File: config.mk
export PLATFORM = sky130hd
export DESIGN_NAME = hazard_stall_unit
export DESIGN_NICKNAME = d
export VERILOG_FILES = /design/src/rtl/hazard_stall_unit_pkg.sv /design/src/rtl/hazard_stall_unit_sat_counter.sv /design/src/rtl/hazard_stall_unit.sv
export SDC_FILE = /design/constraint.sdc
export NUM_CORES = 1
export LEC_CHECK = 0
export CAP_MARGIN = 20
export CORE_MARGIN = 4
export CORE_UTILIZATION = 29
export DETAILED_ROUTE_END_ITERATION = 7
export HOLD_SLACK_MARGIN = 0.12
export PLACE_DENSITY_LB_ADDON = 0.08
export SLEW_MARGIN = 20
export SYNTH_ARGS = -nofsm -noshare
export SYNTH_HDL_FRONTEND = slang
export SYNTH_HIERARCHICAL = 1
export SYNTH_SLANG_ARGS = --single-unit
File: constraint.sdc
create_clock -name clock -period 4.6 [get_ports clock]
set_clock_uncertainty 0.05 [all_clocks]
set_input_delay 0.92 -clock clock [delete_from_list [all_inputs] [get_ports clock]]
set_output_delay 0.92 -clock clock [all_outputs]
set_load 0.03 [all_outputs]
File: src/rtl/hazard_stall_unit_pkg.sv
// Shared definitions for the hazard/stall control unit and the pipeline registers it drives.
package hazard_stall_unit_pkg;

    typedef enum logic {
        ST_RUN      = 1'b0,
        ST_MEM_WAIT = 1'b1
    } state_t;

    localparam int REG_AW = 4;
    localparam logic [REG_AW-1:0] ZERO_REG = '0;

    // Encoding the pipeline registers load when flushed or bubbled.
    localparam int INSTR_W = 16;
    localparam logic [INSTR_W-1:0] NOP_INSTR = 16'h0000;

endpackage

File: src/rtl/hazard_stall_unit_sat_counter.sv
// Saturating up-counter with a synchronous clear that wins over the increment.
module sat_counter #(
    parameter int W = 16
) (
    input  logic         clock,
    input  logic         reset,
    input  logic         inc,
    input  logic         clr,
    output logic [W-1:0] count
);

    always_ff @(posedge clock or posedge reset) begin
        if (reset) begin
            count <= '0;
        end else if (clr) begin
            count <= '0;
        end else if (inc && (count != '1)) begin
            count <= count + 1'b1;
        end
    end

endmodule

File: src/rtl/hazard_stall_unit.sv
// Stall/flush control for hazards the forwarding path cannot resolve:
// load-use, multi-cycle memory waits and taken branches, plus debug statistics.
module hazard_stall_unit #(
    parameter int REG_AW   = hazard_stall_unit_pkg::REG_AW,
    parameter int MAX_WAIT = 255,
    parameter int CNT_W    = 16
) (
    input  logic              clock,
    input  logic              reset,
    input  logic [REG_AW-1:0] id_rs1,
    input  logic [REG_AW-1:0] id_rs2,
    input  logic              id_uses_rs1,
    input  logic              id_uses_rs2,
    input  logic [REG_AW-1:0] ex_rd,
    input  logic              ex_memread,
    input  logic              ex_branch_taken,
    input  logic              mem_req,
    input  logic              mem_ack,
    input  logic              stat_clear,
    output logic              pc_write,
    output logic              ifid_write,
    output logic              idex_write,
    output logic              exmem_write,
    output logic              ifid_flush,
    output logic              idex_bubble,
    output logic              mem_timeout,
    output logic [CNT_W-1:0]  stall_cycles,
    output logic [CNT_W-1:0]  flush_count
);
    import hazard_stall_unit_pkg::*;

    localparam logic [7:0] WAIT_LIMIT = 8'(MAX_WAIT);

    state_t     state;
    state_t     next_state;
    logic [7:0] wait_cnt;
    logic [7:0] wait_next;
    logic       load_use;
    logic       mem_hold;
    logic       freeze;

    assign load_use = ex_memread && (ex_rd != REG_AW'(ZERO_REG)) &&
                      ((id_uses_rs1 && (ex_rd == id_rs1)) ||
                       (id_uses_rs2 && (ex_rd == id_rs2)));
    assign mem_hold = mem_req && !mem_ack;
    // The ack cycle of a wait is not frozen, so a held branch can flush on release.
    assign freeze   = (state == ST_MEM_WAIT) ? !mem_ack : mem_hold;

    always_comb begin
        next_state  = state;
        pc_write    = 1'b1;
        ifid_write  = 1'b1;
        idex_write  = 1'b1;
        exmem_write = 1'b1;
        ifid_flush  = 1'b0;
        idex_bubble = 1'b0;

        case (state)
            ST_RUN:      if (mem_hold) next_state = ST_MEM_WAIT;
            ST_MEM_WAIT: if (mem_ack)  next_state = ST_RUN;
            default:     next_state = ST_RUN;
        endcase

        if (reset) begin
            pc_write    = 1'b0;
            ifid_write  = 1'b0;
            idex_write  = 1'b0;
            exmem_write = 1'b0;
            idex_bubble = 1'b1;
        end else if (freeze) begin
            pc_write    = 1'b0;
            ifid_write  = 1'b0;
            idex_write  = 1'b0;
            exmem_write = 1'b0;
        end else if (ex_branch_taken) begin
            ifid_flush  = 1'b1;
            idex_bubble = 1'b1;
        end else if (load_use) begin
            pc_write    = 1'b0;
            ifid_write  = 1'b0;
            idex_bubble = 1'b1;
        end
    end

    always_comb begin
        wait_next = '0;
        if (state == ST_MEM_WAIT) begin
            wait_next = wait_cnt;
            if (!mem_ack && (wait_cnt != WAIT_LIMIT)) begin
                wait_next = wait_cnt + 8'd1;
            end
        end
    end

    always_ff @(posedge clock or posedge reset) begin
        if (reset) begin
            state       <= ST_RUN;
            wait_cnt    <= '0;
            mem_timeout <= 1'b0;
        end else begin
            state    <= next_state;
            wait_cnt <= wait_next;
            if ((state == ST_MEM_WAIT) && (wait_next == WAIT_LIMIT)) begin
                mem_timeout <= 1'b1;
            end
        end
    end

    sat_counter #(.W(CNT_W)) u_stall_cnt (
        .clock (clock),
        .reset (reset),
        .inc   (!pc_write && !reset),
        .clr   (stat_clear),
        .count (stall_cycles)
    );

    sat_counter #(.W(CNT_W)) u_flush_cnt (
        .clock (clock),
        .reset (reset),
        .inc   (ifid_flush),
        .clr   (stat_clear),
        .count (flush_count)
    );

endmodule

==> Word level (Yosys, flattened, before mapping) <==
Cells that the tools add are included.
{ "word_totals": {"regBits": 42, "in_bits": 21, "output_inout_bits": 39, "word_cells": 55} }
{ "op_classes": {"n_addsub": 3, "n_eq_ne": 6, "muxes": 23, "bitwise_logic": 1, "n_reduce_logical": 17} }
{ "ops": {"columns": ["op", "count"], "rows": [
  ["$mux 16", 4],
  ["$add 16x1->16 const B", 2],
  ["$ne 16x16->1 const B", 2],
  ["$mux 1", 16],
  ["$mux 8", 2],
  ["$logic_and 1x1->1", 10],
  ["$add 8x1->8 const B", 1],
  ["$eq 4x4->1", 2],
  ["$eq 8x8->1 const B", 1],
  ["$ne 8x8->1 const B", 1],
  ["$reduce_bool 2->1", 2],
  ["$reduce_bool 4->1", 1],
  ["$logic_not 1->1", 3],
  ["$pmux 1 s2", 1],
  ["$logic_or 1x1->1", 1],
  ["$not 1->1", 1]
]} }

==> Depth between registers and ports, before layout <==
Gate-level depths: netlist of the first run.
{ "depth": {"word_depth": 13, "ltp_mapped": 11, "ltp_nobuf": 10} }

==> Hierarchy <==
The synthesis of the first run kept the hierarchy.
{ "modules_own_cells": {"columns": ["mod", "n_inst", "cells_each", "area_each_um2", "seq_area_each_um2"], "rows": [
  ["sat_counter", 2, 101, 932.1, 400.4],
  ["hazard_stall_unit", 1, 76, 705.7, 250.2]
]} }

==> Worst setup path after synthesis of the first run <==
No wires, ideal clock.
{ "synth_path": {"path_type": "input to output", "from": "input port ex_rd[0]", "to": "output port pc_write", "arrival_time_ns": 2.603, "required_ns": 3.630, "slack_ns": 1.027, "path_stages": 5, "n_path_buf": 1, "cell_sequence": "or4_1 o211ai_1 nor2_1 nor3_1 buf_4"} }
{ "synth_between": {"elab_chain_cells": 8, "elab_cells_between_ends": 12, "cone_classes": "eq/ne (2); mux (4); reduce/logical (6)"} }
{ "synth_lines": {"columns": ["element", "line_no", "rtl"], "rows": [
  ["start: declaration", "hazard_stall_unit.sv:14", "input logic [REG_AW-1:0] ex_rd,"],
  ["$eq 4x4->1, on equally long branches", "hazard_stall_unit.sv:43, hazard_stall_unit.sv:44", null],
  ["$logic_and 1x1->1, on equally long branches", "hazard_stall_unit.sv:43, hazard_stall_unit.sv:44", null],
  ["$logic_or 1x1->1", "hazard_stall_unit.sv:43", "((id_uses_rs1 && (ex_rd == id_rs1)) ||"],
  ["$logic_and 1x1->1 *", "hazard_stall_unit.sv:42", "assign load_use = ex_memread && (ex_rd != REG_AW'(ZERO_REG)) &&"],
  ["$mux 1 * (4 in series)", null, null],
  ["end: declaration", "hazard_stall_unit.sv:20", "output logic pc_write,"]
]} }
Mark *: on every way between the ends. The rest lies on a longest branch, timed or not.

==> Final worst setup path of the first run <==
{ "layout_path": {"from": "input port ex_rd[1]", "to": "output port idex_bubble"} }
{ "layout_between": {"elab_chain_cells": 8, "elab_cells_between_ends": 12, "cone_classes": "eq/ne (2); mux (4); reduce/logical (6)"} }
{ "layout_lines": {"columns": ["element", "line_no", "rtl"], "rows": [
  ["$eq 4x4->1, on equally long branches", "hazard_stall_unit.sv:43, hazard_stall_unit.sv:44", null],
  ["$logic_and 1x1->1, on equally long branches", "hazard_stall_unit.sv:43, hazard_stall_unit.sv:44", null],
  ["$logic_or 1x1->1", "hazard_stall_unit.sv:43", null],
  ["$logic_and 1x1->1 *", "hazard_stall_unit.sv:42", null],
  ["$mux 1 *", "hazard_stall_unit.sv:78", "end else if (load_use) begin"],
  ["$mux 1 *", "hazard_stall_unit.sv:75", "end else if (ex_branch_taken) begin"],
  ["$mux 1 *", "hazard_stall_unit.sv:70", "end else if (freeze) begin"],
  ["$mux 1 *", "hazard_stall_unit.sv:64", "if (reset) begin"],
  ["end: declaration", "hazard_stall_unit.sv:25", "output logic idex_bubble,"]
]} }
Marks and branches as above.

==> results of run 1 <==
-- flip-flops by register name (all words and copies together) (netlist names) --
register           cells
mem_timeout            1
state                  1
u_flush_cnt/count     16
u_stall_cnt/count     16
wait_cnt               8
-- cell usage in the layout, fill, tap and decap left out, types with 2 or more instances in the layout --
cell,count
sky130_fd_sc_hd__o41ai_1,4
sky130_fd_sc_hd__clkdlybuf4s50_1,59
sky130_fd_sc_hd__nand2b_1,4
sky130_fd_sc_hd__xnor2_1,3
sky130_fd_sc_hd__o21ai_0,14
sky130_fd_sc_hd__dfrtp_1,42
sky130_fd_sc_hd__nor2b_1,10
sky130_fd_sc_hd__nand3_1,16
sky130_fd_sc_hd__o31ai_1,10
sky130_fd_sc_hd__nand4_4,2
sky130_fd_sc_hd__nor3_1,9
sky130_fd_sc_hd__nor2_1,11
sky130_fd_sc_hd__nor4_1,8
sky130_fd_sc_hd__and4_1,2
sky130_fd_sc_hd__ha_1,3
sky130_fd_sc_hd__a21oi_1,24
sky130_fd_sc_hd__inv_1,8
sky130_fd_sc_hd__nand2_1,20
sky130_fd_sc_hd__or3_2,2
sky130_fd_sc_hd__or4_4,2
sky130_fd_sc_hd__xor2_1,9
sky130_fd_sc_hd__or4_2,2
sky130_fd_sc_hd__mux2_2,4
sky130_fd_sc_hd__clkbuf_8,6
sky130_fd_sc_hd__or3_1,12
sky130_fd_sc_hd__a31oi_1,4
sky130_fd_sc_hd__nand4_1,10
sky130_fd_sc_hd__or4_1,13
sky130_fd_sc_hd__buf_4,3
sky130_fd_sc_hd__and3_1,2
sky130_fd_sc_hd__mux2i_1,3
-- worst max path at each step --
stage / slack [ns] / to / cells past startpoint
3_3_place_gp: 0.62 / ifid_write / 6
3_5_place_dp: 0.60 / idex_bubble / 7
4_1_cts: 0.60 / pc_write / 6
5_1_grt: 0.48 / pc_write / 6
2_1_floorplan: 1.03 / pc_write / 5
6_report: 0.60 / idex_bubble / 7
-- metal layers --
layer,vias up,share of wire [%],global-route usage [%]
li1,1171,-,-
met4,0,0.99,3.33
met1,1117,45,17.7
met2,57,49,22.6
met3,9,4.0,2.87
met5,-,0,0
-- final cells by class --
cell class,count,area [µm²]
fillers,897,5340
multi-input cells,217,1410
flip-flops and latches,42,1050
inverters,8,30.0
clock inverters,2,12.5
clock buffers,6,82.6
well taps,108,135
repair buffers,62,613
-- worst max-delay path: stages --
cell and delay, ns:
sky130_fd_sc_hd__clkdlybuf4s50_1 0.47, sky130_fd_sc_hd__xor2_1 0.19, sky130_fd_sc_hd__nor4_1 0.31, sky130_fd_sc_hd__o211ai_1 0.16, sky130_fd_sc_hd__nor2b_1 0.14, sky130_fd_sc_hd__o21ai_0 0.14, sky130_fd_sc_hd__clkdlybuf4s50_1 0.70
-- report_power, final --
| group | switching [mW] | internal (mW) |
|---|---|---|
| Combinational | 0.0441 | 0.0385 |
| Sequential | 0.00522 | 0.372 |
| Clock | 0.130 | 0.121 |
| Total | 0.179 | 0.531 |
-- logic make-up after synthesis --
| family | share of synthesized area, % |
|---|---|
| simple gates | 31.2 |
| compound gates | 15.3 |
| flops | 40.9 |
| buf+inv | 4.14 |
| xor+xnor | 4.09 |
| mux | 2.92 |
| fa+ha+maj | 1.46 |
==> results.py, run 1 <==
metrics = {
    "cts": {
        "cts-resized-gates": 0,
        "clk-insertion-delay-late_ns": 0.29,
        "cts_setup_buffers": 0,
        "clock_sinks": 42,
        "cts_root_buf": "sky130_fd_sc_hd__clkbuf_8",
        "clock_path_buffers": 2,
        "clk_pin_slew_ns": 0.08,
        "cts.hold.buffers_added": 0,
        "tritoncts.num_buffers": 5,
        "tritoncts": "yes",
        "h-tree-depth": 2,
    },
    "worst_setup_path": {
        "critical_path_arrival_ns": 3.03,
        "r2r-start": "state$_DFF_PP0_",
        "r2r-end": "u_flush_cnt/count[13]$_DFFE_PP0P_",
        "worst_setup_path_startpoint": "ex_rd[1]",
        "setup.reg_to_reg.worst_slack_ns": 1.87,
        "r2r_cells": 8,
        "timing.critical_path.required_ns": 3.63,
        "critical_path.endpoint_type": "primary output",
        "crit_fanout": 3,
        "startpoint_type": "primary input",
        "worstSetupPathType": "in2out",
    },
    "synthesis": {
        "syn_area_um2": 2570,
        "netlist_top_cells_area": "sky130_fd_sc_hd__dfrtp_1 (41%), sky130_fd_sc_hd__a21oi_1 (4.7%), sky130_fd_sc_hd__or4_1 (3.8%), sky130_fd_sc_hd__nand3_1 (3.1%), sky130_fd_sc_hd__xor2_1 (3.1%)",
        "yosysSeqAreaShare_pct": 40.9,
        "synth_fp_nets": 302,
        "synthDistinctLibCells": 47,
        "synth.yosys.warnings": 6,
        "postSynthRegisterBits": 42,
        "postSynthAreaPerCell_um2": 9.24,
        "ys_dominant_reg_cell": "sky130_fd_sc_hd__dfrtp_1",
        "netlist_instances": 278,
        "synth_edf_count": 0,
        "async_flop_share_pct": 100,
        "synth_common_cells": "sky130_fd_sc_hd__dfrtp_1 (42), sky130_fd_sc_hd__a21oi_1 (24), sky130_fd_sc_hd__nand2_1 (20)",
        "synth.most_common_cell": "sky130_fd_sc_hd__dfrtp_1",
        "synthDominantAreaCellType": "sky130_fd_sc_hd__dfrtp_1",
        "synthDominantCellAreaShare_pct": 40.9,
    },
    "die": {
        "number_of_placement_rows": 34,
        "core_um2": 8680,
        "io_pins": 60,
        "die_y_um": 102,
        "die_width_um": 102,
        "fp.dieArea_um2": 10400,
        "initial_core_util_pct": 29.6,
    },
    "cells_and_area": {
        "post_route_cells_drive_above_1_share_pct": 8.61,
        "layout.nets": 360,
        "final_cell_area_um2": 3340,
        "area_delta_synth_final_pct": 29.8,
        "postLayoutCoreUtil_pct": 38.5,
        "antenna-diode-count": 0,
        "final_cell_count_no_fill": 445,
    },
    "timing": {
        "hold-worst-slack_ns": 0.443,
        "report.final.setup_viol": 0,
        "worst_setup_margin_ns": 0.598,
        "grt_setup_unrepaired": "false",
        "timing_max_transition_violations_final": 0,
        "timing.final.crit_period_ns": 4.00,
        "finalHoldViolations": 0,
        "maxSlewHeadroom_pct": 33.0,
        "setup_tns_ns": 0,
        "tightest_slew_ns": 1.00,
        "fmax_mhz": 250,
        "post-route-period-util_pct": 87.0,
    },
    "detailed_routing": {
        "antenna_left": 0,
        "route.detailed.vias_per_inst": 5.29,
        "route.detailed.drc": 0,
        "firstDrtPassIters": 5,
        "wire_per_inst_um": 15.2,
        "wirelength_mm": 6.74,
        "routed-via-count": 2354,
        "drt-initial-drc-count": 61,
    },
    "hold_path": {
        "holdCritPathClass": "reg2reg",
        "hold_path_startpoint": "mem_timeout$_DFFE_PP0P_",
        "timing.hold.worst_path_depth": 1,
        "worstHoldEndpoint": "mem_timeout$_DFFE_PP0P_",
    },
    "status": {
        "status": "completed",
    },
    "placement": {
        "place.port_buffers": 59,
        "placedInstanceArea_um2": 3240,
        "place_inst": 437,
        "place_worst_setup_slack_ns": 0.600,
        "place_congestion": 0.800,
        "dpl_hpwl_mm": 4.98,
    },
    "power": {
        "power.total_uw": 711,
        "power.ir.vdd_worst_v": 0.000104,
        "power_per_cell_area_nw_per_um2": 213,
        "power.leakage_nw": 1.23,
    },
    "run": {
        "drv_cap": 0,
    },
    "global_route": {
        "globalRouteOverflowTotal": 0,
        "grt_util_all_layers_pct": 13.5,
        "number_of_global_route_vias_before_repair": 2238,
        "grt_first_pass_wirelength_mm": 11.3,
        "grt_start_max_net_pins": 28,
        "initial_antenna_violation_count": 0,
    },
}
(Power assumes the default switching activity.)
==> run 2: changes to the inputs <==
- DONT_BUFFER_PORTS: default -> 1
==> results.py, run 2 (synthesis results as in run 1) <==
metrics = {
    "run": {
        "drv_cap": 0,
    },
    "global_route": {
        "initial_antenna_violation_count": 0,
        "grt_use_met3_pct": 3.82,
        "gr-usage-met2_pct": 21.3,
        "grt_util_all_layers_pct": 12.8,
        "grt_first_pass_wirelength_mm": 10.8,
        "grt-busiest-layer": "met2",
        "grt_start_max_net_pins": 39,
        "globalRouteOverflowTotal": 0,
        "groute.layer.met1.usage_pct": 15.9,
        "number_of_global_route_vias_before_repair": 2098,
    },
    "placement": {
        "place_congestion": 0.729,
        "dpl_hpwl_mm": 4.60,
        "place.port_buffers": 0,
    },
    "cells_and_area": {
        "postLayoutCoreUtil_pct": 31.9,
        "layout_top_registers": "u_flush_cnt/count x16, u_stall_cnt/count x16, wait_cnt x8",
        "post_route_cells_drive_above_1_share_pct": 10.4,
        "antenna-diode-count": 0,
        "layout_common_cells": "sky130_fd_sc_hd__dfrtp_1 (42), sky130_fd_sc_hd__a21oi_1 (24), sky130_fd_sc_hd__nand2_1 (20)",
        "layout.nets": 302,
        "area_delta_synth_final_pct": 7.79,
        "layout.cells.most_common": "sky130_fd_sc_hd__dfrtp_1",
    },
    "timing": {
        "fmax_mhz": 322,
        "setup_tns_ns": 0,
        "maxSlewHeadroom_pct": 46.4,
        "tightest_slew_ns": 0.797,
        "report.final.setup_viol": 0,
        "timing.final.crit_period_ns": 3.10,
        "post-route-period-util_pct": 67.4,
        "finalHoldViolations": 0,
        "grt_setup_unrepaired": "false",
        "timing_max_transition_violations_final": 0,
    },
    "worst_setup_path": {
        "worst_setup_path_startpoint": "ex_rd[1]",
        "critical_path_cell_count": 9,
        "timing.critical_path.required_ns": 4.77,
        "r2r-start": "state$_DFF_PP0_",
        "cp_cell_sequence": "xor2_1, nor4_1, o211ai_1, nor2_1, o21a_1, nand3_1, or4_4, or4_1, a21oi_1",
        "critical_path.endpoint_type": "flip-flop",
        "worst_path_dominant_cell_family": "simple AND/OR/NAND/NOR gates",
        "timing.critical_path.slowest_cell_delay_ns": 0.51,
        "r2r_cells": 10,
        "critical_path_arrival_ns": 3.27,
        "worstSetupPathType": "in2reg",
        "r2r-end": "u_flush_cnt/count[13]$_DFFE_PP0P_",
        "setup.reg_to_reg.worst_slack_ns": 1.78,
        "crit_fanout": 8,
        "crit_path_end": "u_stall_cnt/count[13]$_DFFE_PP0P_",
        "startpoint_type": "primary input",
        "critical_path.slowest_cell": "sky130_fd_sc_hd__or4_4",
        "cp_num_buf_inv": 0,
    },
    "cts": {
        "clock_sinks": 42,
        "clk-insertion-delay-late_ns": 0.30,
        "cts-resized-gates": 0,
        "tritoncts": "yes",
        "h-tree-depth": 2,
        "tritoncts.num_buffers": 5,
        "cts.hold.buffers_added": 0,
        "cts_setup_buffers": 0,
        "clock_path_buffers": 2,
        "cts_root_buf": "sky130_fd_sc_hd__clkbuf_8",
        "clk_pin_slew_ns": 0.08,
    },
    "detailed_routing": {
        "firstDrtPassIters": 4,
        "route.detailed.vias_per_inst": 5.44,
        "wire_per_inst_um": 16.4,
        "route.detailed.drc": 0,
        "antenna_left": 0,
        "drt-initial-drc-count": 72,
        "routed-via-count": 2105,
        "wirelength_mm": 6.36,
    },
    "die": {
        "core_um2": 8680,
        "die_width_um": 102,
        "die_y_um": 102,
        "initial_core_util_pct": 29.6,
        "number_of_placement_rows": 34,
        "io_pins": 60,
        "fp.dieArea_um2": 10400,
    },
    "status": {
        "status": "completed",
    },
    "hold_path": {
        "holdCritPathClass": "in2async",
    },
    "power": {
        "power.ir.vdd_worst_v": 0.0000957,
        "power.leakage_nw": 1.03,
        "power_per_cell_area_nw_per_um2": 260,
    },
}
## run 2: cell count changes in the layout (fill, tap and decap cells not counted), sizes merged
cell,previous run,this run
buf,3,4
bufinv,0,1
clkbuf,6,7
clkdlybuf4s50,59,0
clkinv,1,0
clkinvlp,1,0
## run 2: metal layers
layer | up-vias | routed length [µm]
li1 | 1059 | -
met1 | 998 | 2820
met2 | 42 | 3110
met3 | 6 | 352
met4 | 0 | 76
met5 | - | 0
## run 2: final cells by class
| type | instances | area (µm²) |
|---|---|---|
| fill | 917 | 5910 |
| clock inverter | 1 | 30.0 |
| sequential | 42 | 1050 |
| timing repair buffer | 4 | 30.0 |
| tap | 108 | 135 |
| multi-input combinational | 217 | 1420 |
| inverter | 8 | 30.0 |
| clock buffer | 7 | 76.3 |
## run 2: worst register-to-register path, delay by kind of cell, from the launching register on
kind | cells | cell delay, ns
compound gates | 1 | 0.16
simple gates | 7 | 1.62
buf+inv | 2 | 0.44
flops | 1 | 0.48
## run 2: worst min path at each step
stage	to	slack [ns]	cells after the start
after floorplan	wait_cnt[4]$_DFF_PP0_	0.45	1
after global placement	wait_cnt[4]$_DFF_PP0_	0.50	1
after detailed placement	wait_cnt[4]$_DFF_PP0_	0.50	1
after CTS	wait_cnt[1]$_DFF_PP0_	0.47	1
after global routing	wait_cnt[1]$_DFF_PP0_	0.49	1
final	wait_cnt[2]$_DFF_PP0_	0.46	1
## run 2: stage by stage
| step | setup slack (ns) | std cells | power [mW] | hold slack, ns | cell area (µm²) |
|---|---|---|---|---|---|
| 3_5_place_dp | 1.21 | 379 | 0.435 | 0.500 | 2660 |
| 4_1_cts | 1.51 | 387 | 0.736 | 0.467 | 2770 |
| 3_3_place_gp | 1.24 | 379 | 0.435 | 0.502 | 2660 |
| 5_1_grt | 1.32 | 387 | 0.753 | 0.492 | 2770 |
| 6_report | 1.50 | 387 | 0.719 | 0.464 | 2770 |
| 2_1_floorplan | 1.03 | 278 | 0.430 | 0.447 | 2570 |
## run 2: power by group
group          internal [mW]  total, mW  switching (mW)
combinational         0.0168     0.0449          0.0281
clock                  0.163      0.293           0.131
sequential             0.372      0.381         0.00891
